--- src/rtl/dmem_arbiter.sv ---
// Round-robin arbiter that lets CPUS data caches share one word-wide RAM port.
// Optional macro DMEM_BLOCK_LOCK_EN keeps a CPU granted across both words of a dcache block.
module dmem_arbiter #(
    parameter int unsigned CPUS    = 2,
    parameter logic [31:0] ERRWORD = 32'hBAD1BAD1
) (
    input  logic                   CLK,
    input  logic                   nRST,
    input  logic [CPUS-1:0]        dREN,
    input  logic [CPUS-1:0]        dWEN,
    input  logic [CPUS-1:0][31:0]  daddr,
    input  logic [CPUS-1:0][31:0]  dstore,
    output logic [CPUS-1:0]        dwait,
    output logic [CPUS-1:0][31:0]  dload,
    output logic                   ramREN,
    output logic                   ramWEN,
    output logic [31:0]            ramaddr,
    output logic [31:0]            ramstore,
    input  logic [31:0]            ramload,
    input  logic [1:0]             ramstate,
    output logic                   ramerr
);

    localparam int unsigned GW = (CPUS > 1) ? $clog2(CPUS) : 1;
    localparam logic [GW-1:0] LastRst = GW'(CPUS - 1);
    localparam logic [1:0] RamAccess = 2'd2;
    localparam logic [1:0] RamError  = 2'd3;

    typedef enum logic [0:0] {StIdle, StGrant} state_e;

    state_e          state_q, state_d;
    logic [GW-1:0]   gnt_q, gnt_d;
    logic [GW-1:0]   last_q, last_d;
    logic            ramerr_q, ramerr_d;
    logic [CPUS-1:0] req;
    logic            found;
    logic            done;
    int unsigned     idx;

`ifdef DMEM_BLOCK_LOCK_EN
    logic            lock_q, lock_d;
    logic [GW-1:0]   lock_cpu_q, lock_cpu_d;
`endif

    assign req    = dREN | dWEN;
    assign ramerr = ramerr_q;
    assign done   = (ramstate == RamAccess) || (ramstate == RamError);

    always_comb begin
        state_d  = state_q;
        gnt_d    = gnt_q;
        last_d   = last_q;
        ramerr_d = ramerr_q;
        dwait    = '1;
        dload    = '0;
        ramREN   = 1'b0;
        ramWEN   = 1'b0;
        ramaddr  = '0;
        ramstore = '0;
        found    = 1'b0;
        idx      = 0;
`ifdef DMEM_BLOCK_LOCK_EN
        lock_d     = lock_q;
        lock_cpu_d = lock_cpu_q;
`endif

        case (state_q)
            StIdle: begin
`ifdef DMEM_BLOCK_LOCK_EN
                // A locked CPU that is still asking gets the second word of its block.
                if (lock_q && req[lock_cpu_q]) begin
                    gnt_d = lock_cpu_q;
                    found = 1'b1;
                end else begin
                    lock_d = 1'b0;
                end
`endif
                for (int unsigned k = 1; k <= CPUS; k++) begin
                    idx = (32'(last_q) + k) % CPUS;
                    if (!found && req[idx]) begin
                        gnt_d = GW'(idx);
                        found = 1'b1;
                    end
                end
                if (|req) begin
                    state_d = StGrant;
                end
            end

            StGrant: begin
                ramaddr  = daddr[gnt_q];
                ramstore = dstore[gnt_q];
                if (!req[gnt_q]) begin
                    // Requester gave up: no completion, round-robin pointer untouched.
                    state_d = StIdle;
                end else begin
                    ramWEN = dWEN[gnt_q];
                    ramREN = dREN[gnt_q] & ~dWEN[gnt_q];
                    if (done) begin
                        dwait[gnt_q] = 1'b0;
                        dload[gnt_q] = (ramstate == RamError) ? ERRWORD : ramload;
                        if (ramstate == RamError) begin
                            ramerr_d = 1'b1;
                        end
                        last_d  = gnt_q;
                        state_d = StIdle;
`ifdef DMEM_BLOCK_LOCK_EN
                        lock_d     = ~daddr[gnt_q][2];
                        lock_cpu_d = gnt_q;
`endif
                    end
                end
            end

            default: state_d = StIdle;
        endcase
    end

    always_ff @(posedge CLK or negedge nRST) begin
        if (!nRST) begin
            state_q  <= StIdle;
            gnt_q    <= '0;
            last_q   <= LastRst;
            ramerr_q <= 1'b0;
        end else begin
            state_q  <= state_d;
            gnt_q    <= gnt_d;
            last_q   <= last_d;
            ramerr_q <= ramerr_d;
        end
    end

`ifdef DMEM_BLOCK_LOCK_EN
    always_ff @(posedge CLK or negedge nRST) begin
        if (!nRST) begin
            lock_q     <= 1'b0;
            lock_cpu_q <= '0;
        end else begin
            lock_q     <= lock_d;
            lock_cpu_q <= lock_cpu_d;
        end
    end
`endif

endmodule
--- config.mk ---
export PLATFORM = sky130hd
export DESIGN_NAME = dmem_arbiter
export DESIGN_NICKNAME = d
export VERILOG_FILES = /design/src/rtl/dmem_arbiter.sv
export SDC_FILE = /design/constraint.sdc
export NUM_CORES = 1
export LEC_CHECK = 0
export ABC_AREA = 1
export ABC_CLOCK_PERIOD_IN_PS = 2800
export BUFFER_PORTS_ARGS = -buffer_cell sky130_fd_sc_hd__buf_2
export CAP_MARGIN = 20
export CORE_AREA = 2 2 117 119
export CTS_CLUSTER_DIAMETER = 60
export DETAILED_ROUTE_END_ITERATION = 8
export DIE_AREA = 0 0 119 121
export PLACE_DENSITY_LB_ADDON = 0.1
export SYNTH_ARGS = -nofsm -noshare
export SYNTH_HDL_FRONTEND = slang
export SYNTH_SLANG_ARGS = --single-unit
--- constraint.sdc ---
create_clock -name CLK -period 2.8 [get_ports CLK]
set_input_delay 0.56 -clock CLK [delete_from_list [all_inputs] [get_ports CLK]]
set_output_delay 0.56 -clock CLK [all_outputs]
set_load 0.05 [all_outputs]
Yosys cells after proc, flatten, opt, wreduce, memory -nomap -nowiden
Cells that the tools add are included.
{"block": "op_classes", "addsub": 2, "n_lt_le_gt_ge": 4, "eq_ne": 2, "n_mux": 39, "bitwise_logic": 6, "reduce_logical": 9}
{"op": "$mux 32", "n": 8}
{"op": "$mux 64", "n": 3}
{"op": "$and 64x64->64", "n": 1}
{"op": "$demux 32 s1", "n": 1}
{"op": "$mux 1", "n": 22}
{"op": "$lt 1x2->1 const B", "n": 3}
{"op": "$mux 2", "n": 3}
{"op": "$eq 2x2->1 const B", "n": 2}
{"op": "$reduce_and 4->1", "n": 1}
{"op": "$reduce_and 3->1", "n": 1}
{"op": "$add 1x1->1 const B", "n": 2}
{"op": "$logic_and 1x1->1", "n": 2}
{"op": "$not 1->1", "n": 2}
{"op": "$not 2->2", "n": 1}
{"op": "$or 2x2->2", "n": 1}
{"op": "$pmux 1 s2", "n": 1}
{"op": "$reduce_and 2->1", "n": 1}
{"op": "$reduce_bool 2->1", "n": 1}
{"op": "$reduce_or 2->1", "n": 1}
{"op": "$and 1x1->1", "n": 1}
{"op": "$demux 1 s1", "n": 1}
{"op": "$ge 1x1->1 const B", "n": 1}
{"op": "$logic_not 1->1", "n": 1}
{"op": "$logic_or 1x1->1", "n": 1}
{"block": "word_totals", "register_bits": 4, "in_bits": 168, "output_inout_bits": 133, "wordCells": 66}

Logic depth before layout (Yosys ltp)
{"block": "logic_depth", "depth_word": 9, "depth_mapped": 7, "mapped_depth_nobuf": 5}

Least setup slack after synthesis
No wires, ideal clock.
{"block": "synth_path", "path_type": "input -> output", "start": "input ramstate[1]", "end": "output dload[23] (netlist name)", "t_arrival_ps": 1795, "t_required_ps": 2240, "setup_slack_ps": 445, "stages": 5, "n_path_buf": 1, "cell_sequence": "nand2_1 -> inv_1 -> nand3_2 -> buf_2 -> nor2_1"}
{"item": "from (decl)", "line_no": "20", "rtl": "input logic [1:0] ramstate,"}
{"item": "to (decl)", "line_no": "14", "rtl": "output logic [CPUS-1:0][31:0] dload,"}

==> impl_metrics.tcl <==
set metrics [dict create \
    status "finished clean" \
    port_buffers 300 \
    crit_fanout 34 \
    syn_area_per_cell_sq_um 4.578 \
    yosysWarnings 0 \
    cp_data_required_time_ps 2240 \
    grt_pass1_wl_um 14690 \
    fin_util_pct 25.65 \
    post_drt_wl_per_cell_um 11.90 \
    crit_path_end_kind "output port" \
    netlist_top_cells_area "nor2_1 (45%), o21ai_0 (20%), nor2_2 (7.6%)" \
    yosys.area.top_type "nor2_1" \
    period_needed_ps 2379 \
    cts.hold.buffers_added 0 \
    start_util_pct 12.53 \
    grt_max_degree 66 \
    drive_gt1_share_pct 52.74 \
    tns_ps 0 \
    cts_tree "built" \
    hp-class "in -> async" \
    die_w_um 119 \
    fmaxAchievable_mhz 420.3 \
    antenna_found_initial 0 \
    setup.worst_path.start_class "flip-flop" \
    netlist_instances 358 \
    p_leak_nw 2.118 \
    drtIter0Drc 122 \
    synth_cell_types 20 \
    viasPerCell 3.956 \
    peakVddDrop_mv 0.3367 \
    synth_nets 526 \
    arrival_ps 1820 \
    place.gp.congestion 0.8085 \
    netlist_area_sq_um 1639 \
    placementRows 42 \
    holdWs_ps 135.6 \
    layout_commonest_cell "buf_2" \
    grt_usage_pct 12.21 \
    cts_made_buffers 3 \
    worst_pin_slew_ps 505.1 \
    grt_overflow_total 0 \
    drv_slew 0 \
    core_area_sq_um 13090 \
    nets 808 \
    skew_ps 6.370 \
    setup_viol 0 \
    cp_slowest_cell "dfrtp_2" \
    ys_seq_area_share_pct 6.183 \
    drc 0 \
    clkSlewWorstSetupHoldPaths_ps 40 \
    max_stage_delay_ps 550 \
    crit_chain "inv_4, nor2_4, nand2_4, nor2_1, buf_2" \
    hold_violations 0 \
    drt-total-wl_um 9702 \
    syn2layout_area_growth_pct 104.7 \
    fin_crit_sh_pct 84.97 \
    htreeDepth 1 \
    crit_type "reg -> out" \
    dpl.hpwl_um 7799 \
    numClockSinks 4 \
    power_density_nw_per_um2 1349 \
    clk_latency_ps 230 \
    post_cts_resized 0 \
    crit_buf_inv 2 \
    mostFrequentLayoutCells "buf_2 (300), nor2_1 (196), o21ai_0 (64)" \
    root_buffer "clkbuf_16" \
    maxCapViolCount 0 \
    ys_ff_latch 4 \
    grt_pass1_vias 2962 \
    synth_top_area_share_pct 44.89 \
    ant_nets 0 \
    postCtsSetupRepairBufs 0 \
    dr.pass1.iters 4 \
    cts_buffer_depth 2 \
    rsz0062_at_grt "no" \
    ios 301 \
    die_h_um 121 \
    slew_headroom_pct 66.33 \
    cp_top_family "simple AND/OR/NAND/NOR gates" \
    vias 3224 \
    n_antenna_cell 0 \
    fill_cells 1534 \
    dieArea_sq_um 14400 \
]
-- cells in the mapped netlist --
| library cell | number |
|---|---|
| or2_1 | 1 |
| dfrtp_1 | 3 |
| buf_2 | 11 |
| dfstp_2 | 1 |
| nand2_1 | 32 |
| nand3_1 | 1 |
| o21ai_0 | 64 |
| inv_1 | 4 |
| nand4_1 | 1 |
| nand2_4 | 1 |
| inv_4 | 1 |
| clkbuf_1 | 13 |
| nor2_2 | 20 |
| nand3_2 | 1 |
| buf_6 | 4 |
| nor2_1 | 196 |
| buf_4 | 1 |
| inv_2 | 1 |
| nor2_4 | 1 |
| o21ai_1 | 1 |
-- worst register-to-register path: stages (launching register included) --
cell	delay, ps
dfrtp_2	520
inv_4	210
nor2_4	60
nand2_4	370
nand2_1	110
-- power breakdown --
part	total [mW]	switching, mW	internal [mW]
registers	0.145	0.0570	0.0884
logic	4.15	3.29	0.863
clock network	0.232	0.0437	0.188
-- area by class of cell --
| type | instances | area (sq um) | area share (%) |
|---|---|---|---|
| repair buffers | 306 | 1572 | 46.83 |
| multi-input cells | 319 | 1356 | 40.42 |
| well taps | 176 | 220.2 | 6.562 |
| flip-flops and latches | 4 | 103.9 | 3.095 |
| clock buffers | 4 | 78.83 | 2.349 |
| inverters | 6 | 25.02 | 0.7457 |
-- through the flow --
step | power, mW | instances | setup WS (ps) | cell area [sq um]
finish | 4.528 | 815 | 420.8 | 3356
global route | 4.817 | 815 | 253.0 | 3356
CTS | 4.588 | 815 | 405.9 | 3356
detailed placement | 4.340 | 811 | 438.2 | 3277
global placement | 4.345 | 811 | 479.0 | 3277
floorplan | 3.374 | 358 | 445.4 | 1639
-- path summary, 6_finish.rpt --
path | startpoint | endpoint | slack [ps] | depth (start not counted)
max in group asynchronous | nRST | last_q$_DFFE_PN1P_ | 2450 | 1
min in group CLK | last_q$_DFFE_PN1P_ | last_q$_DFFE_PN1P_ | 470 | 2
max reg2reg | gnt_q$_DFFE_PN0P_ | last_q$_DFFE_PN1P_ | 1430 | 4
max | gnt_q$_DFFE_PN0P_ | dload[43] | 420 | 5
min | nRST | ramerr$_DFFE_PN0P_ | 140 | 1
min reg2reg | last_q$_DFFE_PN1P_ | last_q$_DFFE_PN1P_ | 470 | 2
-- flip-flops by register name (all words and copies together) (netlist names) --
| signal | flops |
|---|---|
| gnt_q | 1 |
| last_q | 1 |
| ramerr | 1 |
| state_q | 1 |
-- kinds of logic (layout without fill, tap and decap cells) --
group | Yosys count | after routing | share of synthesized area (%)
buffers and inverters | 35 | 316 | 11.07
AND/OR/NAND/NOR | 254 | 254 | 62.90
flip-flops | 4 | 4 | 6.183
AO/OA/AOI/OAI | 65 | 65 | 19.85
-- per-layer routing --
layer	track usage (%)	wire, um	vias up
met5	0	0	-
met4	2.083	82	0
met3	2.162	742	8
met2	24.43	5045	163
met1	13.44	3831	1381
li1	-	-	1672
No activity file was read; power rests on OpenSTA's default activity.
